`config.mk`:
```
export PLATFORM = sky130hd
export DESIGN_NAME = uart_rx_fifo
export DESIGN_NICKNAME = d
export VERILOG_FILES = /design/src/rtl/uart_pkg.sv /design/src/rtl/uart_fifo_mem.sv /design/src/rtl/uart_rx_fifo.sv
export SDC_FILE = /design/constraint.sdc
export NUM_CORES = 1
export LEC_CHECK = 0
export ABC_AREA = 0
export BUFFER_PORTS_ARGS = -buffer_cell sky130_fd_sc_hd__buf_2
export CELL_PAD_IN_SITES_DETAIL_PLACEMENT = 1
export CELL_PAD_IN_SITES_GLOBAL_PLACEMENT = 1
export CORE_UTILIZATION = 55
export CTS_BUF_LIST = sky130_fd_sc_hd__clkbuf_8
export DETAILED_ROUTE_END_ITERATION = 10
export PLACE_DENSITY_LB_ADDON = 0.1
export SLEW_MARGIN = 20
export SYNTH_ARGS = -nofsm -noshare
export SYNTH_HDL_FRONTEND = slang
export SYNTH_HIERARCHICAL = 1
export SYNTH_SLANG_ARGS = --single-unit
```
`constraint.sdc`:
```
create_clock -name clk -period 3.4 [get_ports clk]
set_input_delay 0.17 -clock clk [delete_from_list [all_inputs] [get_ports clk]]
set_output_delay 0.17 -clock clk [all_outputs]
set_load 0.05 [all_outputs]
```
`src/rtl/uart_pkg.sv`:
```
// Shared UART types and defaults for the receive FIFO slice.
package uart_pkg;

  typedef logic [7:0] uart_byte_t;

  localparam int UART_FIFO_DEPTH = 16;

endpackage

```
`src/rtl/uart_fifo_mem.sv`:
```
// DEPTH x 8 storage: one synchronous write port, asynchronous read port.
module uart_fifo_mem
  import uart_pkg::*;
#(
  parameter  int DEPTH  = UART_FIFO_DEPTH,
  localparam int ADDR_W = $clog2(DEPTH)
) (
  input  logic              clk,
  input  logic              we,
  input  logic [ADDR_W-1:0] waddr,
  input  uart_byte_t        wdata,
  input  logic [ADDR_W-1:0] raddr,
  output uart_byte_t        rdata
);

  uart_byte_t mem_reg [DEPTH];

  always_ff @(posedge clk) begin
    if (we) begin
      mem_reg[waddr] <= wdata;
    end
  end

  assign rdata = mem_reg[raddr];

endmodule

```
`src/rtl/uart_rx_fifo.sv`:
```
// Captures bytes on the falling edge of rx_int into a first-word-fall-through FIFO.
// Define UART_RX_FIFO_STATS_EN to add the saturating drop_cnt output.
module uart_rx_fifo
  import uart_pkg::*;
#(
  parameter  int DEPTH  = UART_FIFO_DEPTH,
  localparam int ADDR_W = $clog2(DEPTH)
) (
  input  logic            clk,
  input  logic            rst_n,
  input  logic [7:0]      rx_data,
  input  logic            rx_int,
  output logic [7:0]      m_data,
  output logic            m_valid,
  input  logic            m_ready,
  output logic [ADDR_W:0] fifo_level,
  input  logic            clr_ovf,
  output logic            overflow
`ifdef UART_RX_FIFO_STATS_EN
  ,
  output logic [7:0]      drop_cnt
`endif
);

  localparam logic [ADDR_W:0]   LEVEL_FULL = (ADDR_W + 1)'(DEPTH);
  localparam logic [ADDR_W:0]   LEVEL_ONE  = (ADDR_W + 1)'(1);
  localparam logic [ADDR_W-1:0] PTR_ONE    = ADDR_W'(1);

  logic              rx_int_q_reg;
  logic              push_pend_reg;
  logic [ADDR_W-1:0] wr_ptr_reg, wr_ptr_next;
  logic [ADDR_W-1:0] rd_ptr_reg, rd_ptr_next;
  logic [ADDR_W:0]   level_reg, level_next;
  logic              overflow_reg, overflow_next;
  logic              fall, push, pop, full, drop, wr_en;
  uart_byte_t        mem_rdata;

  assign fall  = rx_int_q_reg & ~rx_int;
  assign push  = push_pend_reg;
  assign full  = (level_reg == LEVEL_FULL);
  assign pop   = m_valid & m_ready;
  // A pop on the same edge frees a slot, so a full FIFO only drops without one.
  assign drop  = push & full & ~pop;
  assign wr_en = push & ~drop;

  always_comb begin
    wr_ptr_next   = wr_ptr_reg;
    rd_ptr_next   = rd_ptr_reg;
    level_next    = level_reg;
    overflow_next = overflow_reg;
    if (wr_en) wr_ptr_next = wr_ptr_reg + PTR_ONE;
    if (pop)   rd_ptr_next = rd_ptr_reg + PTR_ONE;
    case ({wr_en, pop})
      2'b10:   level_next = level_reg + LEVEL_ONE;
      2'b01:   level_next = level_reg - LEVEL_ONE;
      default: level_next = level_reg;
    endcase
    if (drop)         overflow_next = 1'b1;
    else if (clr_ovf) overflow_next = 1'b0;
  end

  always_ff @(posedge clk) begin
    if (!rst_n) begin
      rx_int_q_reg  <= 1'b0;
      push_pend_reg <= 1'b0;
      wr_ptr_reg    <= '0;
      rd_ptr_reg    <= '0;
      level_reg     <= '0;
      overflow_reg  <= 1'b0;
    end else begin
      rx_int_q_reg  <= rx_int;
      push_pend_reg <= fall;
      wr_ptr_reg    <= wr_ptr_next;
      rd_ptr_reg    <= rd_ptr_next;
      level_reg     <= level_next;
      overflow_reg  <= overflow_next;
    end
  end

  uart_fifo_mem #(.DEPTH(DEPTH)) u_mem (
    .clk   (clk),
    .we    (wr_en & rst_n),
    .waddr (wr_ptr_reg),
    .wdata (rx_data),
    .raddr (rd_ptr_reg),
    .rdata (mem_rdata)
  );

  assign m_valid    = (level_reg != '0);
  // Unreset storage must not leak out while empty.
  assign m_data     = m_valid ? mem_rdata : 8'h00;
  assign fifo_level = level_reg;
  assign overflow   = overflow_reg;

`ifdef UART_RX_FIFO_STATS_EN
  logic [7:0] drop_cnt_reg, drop_cnt_next;

  always_comb begin
    drop_cnt_next = drop_cnt_reg;
    if (clr_ovf)                     drop_cnt_next = drop ? 8'h01 : 8'h00;
    else if (drop && drop_cnt_reg != 8'hFF) drop_cnt_next = drop_cnt_reg + 8'h01;
  end

  always_ff @(posedge clk) begin
    if (!rst_n) drop_cnt_reg <= 8'h00;
    else        drop_cnt_reg <= drop_cnt_next;
  end

  assign drop_cnt = drop_cnt_reg;
`endif

endmodule

```
==> run_results.csv, run 1 <==
group,metric,value,unit
clock_tree,clk_path_buf_depth,2,
layout,multi_input_area,1670,µm²
worst_setup_path,path_cells,"or4_4 -> nor2_1 -> and2b_1 -> buf_2",
logic_synthesis,synth.most_common_cell,"edfxtp_1",
route,wl_per_cell,23.2,µm
worst_setup_path,cp.arrival,2.60,ns
power,ir_drop,457,µV
route,first_pass_iters,4,
clock_tree,clockRootBuffer,"clkbuf_8",
layout,areaGrowthSynthToFinish,10.6,%
sta,slew_violations,0,
power,p_per_area,719,nW/µm²
logic_synthesis,synthTopCellsByCount,"edfxtp_1, nor2_1, mux4_2, a22oi_1, dfxtp_1",
layout,regArea,4170,µm²
status,status,"finished, final reports clean",
worst_setup_path,cp-start-kind,"register",
floorplan,row_count,37,
logic_synthesis,synthArstFlopShare,0,%
layout,fill_cells,944,
floorplan,die_width,106,µm
logic_synthesis,synth_area_per_cell,17.9,µm²
clock_tree,post_cts_buffers,0,
logic_synthesis,yosysTopAreaCellShare,64.3,%
power,internal_power,3.07,mW
placement,portBuffers,27,
power,power.leakage,2.21,nW
placement,detailed_place_hpwl,8.05,mm
clock_tree,cts_buffers,17,
clock_tree,clk_pin_slew_worst_paths,0.08,ns
layout,antenna_cells,0,
power,swShare,35.5,%
sta,setup_viol,0,
power,pwr-share-comb,31.1,%
route,drc,0,
route,wl_met3,411,µm
logic_synthesis,ys_warn_count,6,
sta,setup-tns-final,0,ns
floorplan,core,10400,µm²
logic_synthesis,synth_seq_area_share,69.7,%
logic_synthesis,synth_area_leader_cell,"edfxtp_1",
global_routing,grt_max_degree,36,
worst_setup_path,cp_slowest_cell,"nor2_1",
worst_setup_path,crit_type,"reg2out",
sta,rsz0062_at_grt,"no",
layout,largest_register_ffs,128,
sta,period_share,81.5,%
clock_tree,htreeDepth,4,
route,wirelength,12.1,mm
sta,max_freq,361,MHz
logic_synthesis,ys_types,45,
route,antenna_left,0,
floorplan,fp.dieArea,11300,µm²
sta,relSlewSlack,39.0,%
worst_setup_path,critical_path_required,3.23,ns
global_routing,grt_pass1_wl,18.7,mm
route,met2_length,6.07,mm
layout,drive_gt1_share,23.4,%
logic_synthesis,synth_edf_count,128,
floorplan,io_pins,28,
route,top_layer,"met4",
route,drt_iter0_drc,167,
route,met1_length,5.39,mm
power,power.switching,1.69,mW
clock_tree,cts_resized,0,
clock_tree,clkSinkCount,144,
clock_tree,hold_buffers,1,
floorplan,start_util,57.4,%
layout,fin_nets,391,
flow_run,cap_violations,0,
layout,stdcell_area,6610,µm²
sta,fin_crit,2.77,ns
logic_synthesis,postSynthCellCount,334,
sta,hold_viol,0,
route,via_per_inst,6.02,
worst_hold_path,hp-class,"in2reg",
worst_setup_path,critPathMaxFanout,9,
logic_synthesis,synth_top_flop_cell,"edfxtp_1",
logic_synthesis,netlist_area,5980,µm²
worst_setup_path,cp_slowest_stage_delay,0.70,ns
sta,fin_worst_skew,0.00972,ns
worst_setup_path,critPathCaptureType,"output pin",
global_routing,grt.overflow.total,0,
clock_tree,clk_latency,0.43,ns
worst_setup_path,path_delay_family,"simple AND/OR/NAND/NOR gates",
worst_setup_path,worst-path-buf-inv,1,
clock_tree,cts_tree,"built",
power,clockPowerShare,26.5,%
route,vias,3136,
global_routing,grt_pass1_vias,3330,
floorplan,chipHeight,106,µm
sta,worst_pin_slew,0.912,ns
placement,place.gp.congestion,0.750,
power,seq_power_share,42.4,%
placement,placed_area,6230,µm²
logic_synthesis,synth_fp_nets,353,
logic_synthesis,synth_seq_cells,144,
global_routing,grt_usage,23.7,%
logic_synthesis,synth_area_leaders,"edfxtp_1, mux4_2, mux4_1",
global_routing,antenna_found_initial,0,
-- power groups by stage --
stage	Combinational [mW]	Sequential, mW	Clock (mW)
after global placement	1.46	2.05	0
after global routing	1.57	2.02	1.34
after CTS	1.49	2.02	1.29
after detailed placement	1.49	2.06	0
final	1.48	2.02	1.26
after floorplan	1.15	2.10	0
-- metrics by stage --
step / setup slack [ns] / utilization (%) / hold WS, ns / power [mW] / std cells
2_1_floorplan: 0.597 / - / 0.242 / 3.25 / 334
3_3_place_gp: 0.955 / 59.8 / 0.365 / 3.51 / 488
3_5_place_dp: 0.847 / 59.8 / 0.365 / 3.55 / 488
4_1_cts: 0.590 / 63.5 / 0.0637 / 4.80 / 521
5_1_grt: 0.510 / 63.5 / 0.106 / 4.94 / 521
6_report: 0.628 / 63.5 / 0.0694 / 4.75 / 521
-- routing by layer --
metal	vias up	track usage, %
met5	-	0
met4	0	8.13
met3	18	5.21
met2	75	39.0
met1	1628	31.5
li1	1415	-
-- cells by family (layout without fill, tap and decap cells) --
| kind of cell | after synthesis | count (layout) | synth area share, % |
|---|---|---|---|
| flops | 144 | 144 | 69.7 |
| simple gates | 82 | 82 | 6.82 |
| mux | 39 | 39 | 14.3 |
| compound gates | 36 | 36 | 4.86 |
| buf+inv | 23 | 74 | 2.39 |
| fa+ha+maj | 6 | 6 | 1.38 |
| xor+xnor | 4 | 4 | 0.586 |
-- area by class of cell --
cell class	instances	area share, %
flip-flops and latches	144	63.0
multi-input cells	167	25.3
clock buffers	17	3.54
repair buffers	35	3.18
well taps	136	2.57
clock inverters	15	2.06
inverters	7	0.397
-- path summary, 6_finish.rpt --
check / from / to / slack, ns / cells after the start
worst max-delay path: fifo_level[2]$_SDFFE_PN0P_ / m_data[0] / 0.63 / 4
worst max register to register: fifo_level[0]$_SDFFE_PN0P_ / u_mem/mem_reg[2][0]$_DFFE_PP_ / 0.92 / 5
worst min register to register: rx_int_q_reg$_SDFF_PN0_ / push$_SDFF_PN0_ / 0.48 / 2
worst min-delay path: clr_ovf / overflow$_SDFFE_PN0P_ / 0.07 / 4
-- layout by cell type, fill, tap and decap left out, drive strengths merged, types with 3 or more instances in the layout --
cell and n:
nor2 28, xor2 4, o21ai 4, ha 5, edfxtp 128, nor2b 8
clkinvlp 4, nand2 15, o21a 6, mux2i 7, nand2b 6, nor3 6
and2b 3, clkinv 4, a22oi 16, clkbuf 17, dfxtp 16, buf 34
nand4 3, inv 13, nand3 5, mux4 32
-- worst min-delay path: stages --
cell and delay [ns]:
buf_2 0.09, inv_1 0.06, a32oi_1 0.07, nor2_1 0.08
Power figures use the tool's default switching activity.
==> run 2: changes to the inputs <==
- CORE_UTILIZATION: 55 -> 50
- clock period: 3.4 -> 2.4 ns (I/O delays scaled with it)
==> run 2 against run 1 <==
The run now ends with DRC left. Design area grew 3.6%. Worst hold slack gained 0.0014 ns. Worst setup slack lost 0.56 ns. Routed wire length grew 4.9%. Sequential power grew 41%. Clock skew shrank 0.0012 ns. Utilization shrank 4.0 points. Clock power grew 34%. Cell count grew 4.4%. Flip-flop and latch count is the same. Critical path type unchanged.
==> run_results.csv, run 2 (synthesized netlist as in run 1, its figures left out) <==
group,metric,value,unit
placement,portBuffers,27,
clock_tree,cts_buffers,17,
clock_tree,clk_latency,0.44,ns
power,power.leakage,2.31,nW
sta,worst_pin_slew,0.926,ns
worst_setup_path,crit_type,"reg2out",
sta,fin_crit,2.33,ns
worst_setup_path,critical_path_required,2.28,ns
layout,areaGrowthSynthToFinish,14.6,%
clock_tree,clk_pin_slew_worst_paths,0.08,ns
clock_tree,clockRootBuffer,"clkbuf_8",
sta,hold_viol,0,
placement,placedCellCount,508,
layout,final_core_util,59.5,%
floorplan,fp.dieArea,12400,µm²
route,vias,3200,
clock_tree,clkSinkCount,144,
sta,relSlewSlack,38.1,%
sta,setup-tns-final,0,ns
route,antenna_left,0,
route,wl_per_cell,23.3,µm
clock_tree,htreeDepth,4,
floorplan,start_util,51.9,%
power,power,6.98,mW
worst_hold_path,hp-class,"in2reg",
layout,drive_gt1_share,30.7,%
floorplan,chipHeight,111,µm
worst_setup_path,critPathCaptureType,"output pin",
global_routing,grt.overflow.total,0,
floorplan,core,11500,µm²
layout,fin_nets,407,
sta,rsz0062_at_grt,"yes",
route,drc,4,
worst_setup_path,cp-start-kind,"register",
sta,max_freq,429,MHz
route,wirelength,12.7,mm
sta,fin_worst_skew,0.00853,ns
layout,multi_input_area,1720,µm²
sta,setup_viol,0,
placement,pre_cts_slack,0.102,ns
layout,final_cell_mix,"edfxtp_1, nor2_1, mux4_2, buf_4, buf_2",
placement,placed_area,6360,µm²
layout,regArea,4170,µm²
floorplan,die_width,111,µm
layout,final_cells,544,
floorplan,row_count,39,
clock_tree,clk_path_buf_depth,2,
sta,slew_violations,0,
route,first_pass_iters,7,
status,status,"finished with violations",
global_routing,grt_pass1_wl,20.0,mm
layout,final_common_cell,"edfxtp_1",
global_routing,grt_pass1_vias,3426,
worst_setup_path,critPathMaxFanout,11,
sta,whs,0.0708,ns
sta,period_share,97.1,%
route,via_per_inst,5.88,
placement,place.gp.congestion,0.730,
flow_run,cap_violations,0,
layout,antenna_cells,0,
sta,setup_ws,0.0703,ns
floorplan,io_pins,28,
status,violations,"DRC",
global_routing,grt_usage,22.7,%
route,drt_iter0_drc,234,
layout,stdcell_area,6850,µm²
global_routing,antenna_found_initial,0,
worst_setup_path,cp.arrival,2.21,ns
clock_tree,cts_tree,"built",
power,p_per_area,1020,nW/µm²
layout,fill_cells,1049,
layout,largest_register_ffs,128,
global_routing,grt_max_degree,36,
placement,detailed_place_hpwl,8.35,mm
power,ir_drop,647,µV
run 2: cell count changes in the layout (fill, tap and decap cells not counted), sizes merged:
cell	before	now
dlygate4sd3	1	2
buf	34	49
clkinvlp	4	2
inv	13	12
clkinv	4	5
clkbuf	17	19
run 2: layer usage:
layer / global-route usage [%] / vias to the layer above / share of wire, %
met1: 30.7 / 1651 / 45
met2: 36.5 / 86 / 49
met3: 5.44 / 20 / 4.8
li1: - / 1443 / -
met5: 0 / - / 0
met4: 7.57 / 0 / 1.6
run 2: final timing paths:
check / startpoint / to / slack, ns / cells past startpoint
max: rd_ptr_reg[0]$_SDFFE_PN0N_ / m_data[5] / 0.07 / 6
min: rx_data[2] / u_mem/mem_reg[7][2]$_DFFE_PP_ / 0.07 / 1
max reg2reg: fifo_level[2]$_SDFFE_PN0P_ / fifo_level[4]$_SDFFE_PN0P_ / 0.15 / 7
min reg2reg: rx_int_q_reg$_SDFF_PN0_ / push$_SDFF_PN0_ / 0.44 / 2
run 2: worst max-delay path, stage by stage, from the launching register on:
cell,delay [ns]
dfxtp_4,0.40
buf_12,0.17
mux4_1,0.57
a22oi_2,0.22
nand2_1,0.07
nor2b_1,0.13
buf_2,0.21
run 2: repair_timing:
item                                    CTS  global route
buffers inserted                          1             1
endpoints found under the setup margin    7             9
hold buffers                              2             0
endpoints found under the hold margin     3             0
pin swaps                                 3             3
gates cloned                              1             0
gates resized for setup                  22            12
run 2: cell type report:
type | instances | area share (%)
well taps | 143 | 2.61
inverters | 7 | 0.384
flip-flops and latches | 144 | 60.9
multi-input cells | 167 | 25.1
clock inverters | 13 | 1.26
clock buffers | 19 | 3.82
repair buffers | 51 | 5.88
run 2: report_power, final:
part | internal (mW) | switching [mW] | total (mW)
clock | 0.840 | 0.851 | 1.69
sequential | 2.78 | 0.0601 | 2.84
combinational | 0.988 | 1.47 | 2.45
==> run 3: changes to the inputs <==
--- a/config.mk
+++ b/config.mk
@@ -20 +20,2 @@
 export SYNTH_SLANG_ARGS = --single-unit
+export TNS_END_PERCENT = 50
==> constraint.sdc (replaced) <==
create_clock -name clk -period 2.4 [get_ports clk]
set_input_delay 0.24 -clock clk [delete_from_list [all_inputs] [get_ports clk]]
set_output_delay 0.24 -clock clk [all_outputs]
set_load 0.05 [all_outputs]
==> run 3 against run 2 <==
Combinational power is 11% higher. Clock skew rose by 0.0051 ns. Cell count increased by 1.3%. Clock-buffer cell count fell by 2. Worst hold slack better by 0.042 ns. First-iteration DRC count is 8.5% lower. Power is 3.7% higher. Global-route usage barely moved. Via count decreased by 0.25%. The run ends with DRC, setup timing left. Critical endpoint is now m_data[6]. Die area did not move. Sequential power about the same.
==> run_results.csv, run 3 (synthesized netlist as in run 1, its figures left out) <==
group,metric,value,unit
status,status,"finished with violations",
status,violations,"DRC, setup timing",
global_routing,grt_max_degree,36,
worst_setup_path,critPathMaxFanout,6,
route,wirelength,12.9,mm
floorplan,row_count,39,
clock_tree,cts_tree,"built",
layout,final_cell_mix,"edfxtp_1, mux4_2, nor2_1, buf_4, buf_2",
floorplan,chipHeight,111,µm
placement,detailed_place_hpwl,7.98,mm
layout,antenna_cells,0,
power,power.leakage,2.32,nW
layout,final_common_cell,"edfxtp_1",
layout,drive_gt1_share,35.8,%
sta,hold_viol,0,
worst_setup_path,path_cells,"buf_12 -> buf_16 -> mux4_2 -> a22oi_2 -> nand2_1 -> nor2b_4 -> buf_6",
layout,fin_nets,414,
floorplan,io_pins,28,
clock_tree,clockRootBuffer,"clkbuf_8",
clock_tree,clk_latency,0.44,ns
flow_run,cap_violations,0,
route,vias,3192,
route,via_per_inst,5.79,
sta,slew_violations,0,
worst_setup_path,critical_path_required,2.16,ns
global_routing,grt_usage,22.6,%
worst_setup_path,crit_type,"reg2out",
sta,period_share,105,%
sta,setup_viol,8,
clock_tree,cts_buffers,17,
layout,areaGrowthSynthToFinish,16.7,%
power,p_per_area,1040,nW/µm²
floorplan,fp.dieArea,12400,µm²
sta,fin_crit,2.51,ns
floorplan,core,11500,µm²
clock_tree,clk_path_buf_depth,2,
route,drt_iter0_drc,214,
global_routing,antenna_found_initial,0,
sta,relSlewSlack,35.6,%
clock_tree,htreeDepth,4,
route,wl_per_cell,23.4,µm
worst_setup_path,cp-start-kind,"register",
sta,max_freq,398,MHz
sta,rsz0062_at_grt,"yes",
worst_hold_path,hp-class,"in2reg",
global_routing,grt_pass1_vias,3413,
worst_setup_path,critPathCaptureType,"output pin",
route,first_pass_iters,7,
clock_tree,clkSinkCount,144,
sta,fin_worst_skew,0.0136,ns
layout,largest_register_ffs,128,
placement,place.gp.congestion,0.708,
floorplan,start_util,51.9,%
route,antenna_left,0,
power,power,7.24,mW
clock_tree,clk_pin_slew_worst_paths,0.08,ns
power,ir_drop,812,µV
global_routing,grt_pass1_wl,19.8,mm
worst_setup_path,cp_slowest_stage_delay,0.54,ns
sta,worst_pin_slew,0.962,ns
global_routing,grt.overflow.total,0,
route,drc,4,
layout,final_core_util,60.6,%
placement,portBuffers,27,
floorplan,die_width,111,µm
worst_setup_path,cp.arrival,2.27,ns
sta,setup_ws,-0.115,ns
sta,whs,0.113,ns
worst_setup_path,cp_slowest_cell,"mux4_2",
==> run 3: changes by cell type in the layout (fill, tap and decap cells not counted), sizes merged <==
cell | before | now
buf | 49 | 57
clkinvlp | 2 | 7
inv | 12 | 9
clkbuf | 19 | 17
bufinv | 1 | 0
clkinv | 5 | 6
dlygate4sd3 | 2 | 1
==> run 3: path summary, 6_finish.rpt <==
check	slack, ns	start	to	depth (start not counted)
max reg2reg	0.12	fifo_level[3]$_SDFFE_PN0P_	u_mem/mem_reg[11][2]$_DFFE_PP_	5
min reg2reg	0.43	rx_int_q_reg$_SDFF_PN0_	push$_SDFF_PN0_	2
max	-0.11	rd_ptr_reg[0]$_SDFFE_PN0N_	m_data[6]	7
min	0.11	clr_ovf	overflow$_SDFFE_PN0P_	4
==> run 3: routing by layer <==
metal	global-route usage (%)	part of all wire, %
met1	29.4	44
met2	37.0	50
met3	5.12	4.4
met4	9.64	1.6
met5	0	0
==> run 3: final cells by class <==
| class | count | area, µm² |
|---|---|---|
| well taps | 143 | 179 |
| inverters | 7 | 26.3 |
| multi-input cells | 167 | 1720 |
| fillers | 1047 | 4540 |
| clock buffers | 17 | 234 |
| repair buffers | 58 | 533 |
| clock inverters | 15 | 114 |
| flip-flops and latches | 144 | 4170 |
==> run 3: worst max-delay path: cells and delay by family, from the launching register on <==
kind                   cells  cell delay [ns]
AO/OA/AOI/OAI              1             0.22
buffers and inverters      3             0.42
flip-flops                 1             0.45
multiplexers               1             0.54
AND/OR/NAND/NOR            2             0.21
==> run 3: where the power goes <==
| group | leakage [nW] | internal, mW | switching, mW |
|---|---|---|---|
| registers | 1.28 | 2.78 | 0.0678 |
| logic | 0.886 | 1.20 | 1.53 |
| clock network | 0.155 | 0.718 | 0.948 |
==> run 3: what timing repair did <==
| action | CTS | global route |
|---|---|---|
| gates resized for setup | 37 | 16 |
| hold endpoints to repair | 2 | 0 |
| buffers inserted | 4 | 2 |
| setup endpoints to repair | 8 | 24 |
| hold buffers | 1 | 0 |
| cloned | 3 | 0 |
| pin swaps | 7 | 8 |
==> run 3: metrics by stage <==
stage / setup TNS (ns) / setup slack, ns / cells / cell area, µm²
floorplan: -3.35 / -0.109 / 334 / 5990
global route: -1.38 / -0.198 / 551 / 6980
finish: -0.685 / -0.115 / 551 / 6980
CTS: -1.04 / -0.149 / 549 / 6930
global placement: 0 / 0.168 / 509 / 6370
detailed placement: 0 / 0.122 / 509 / 6370
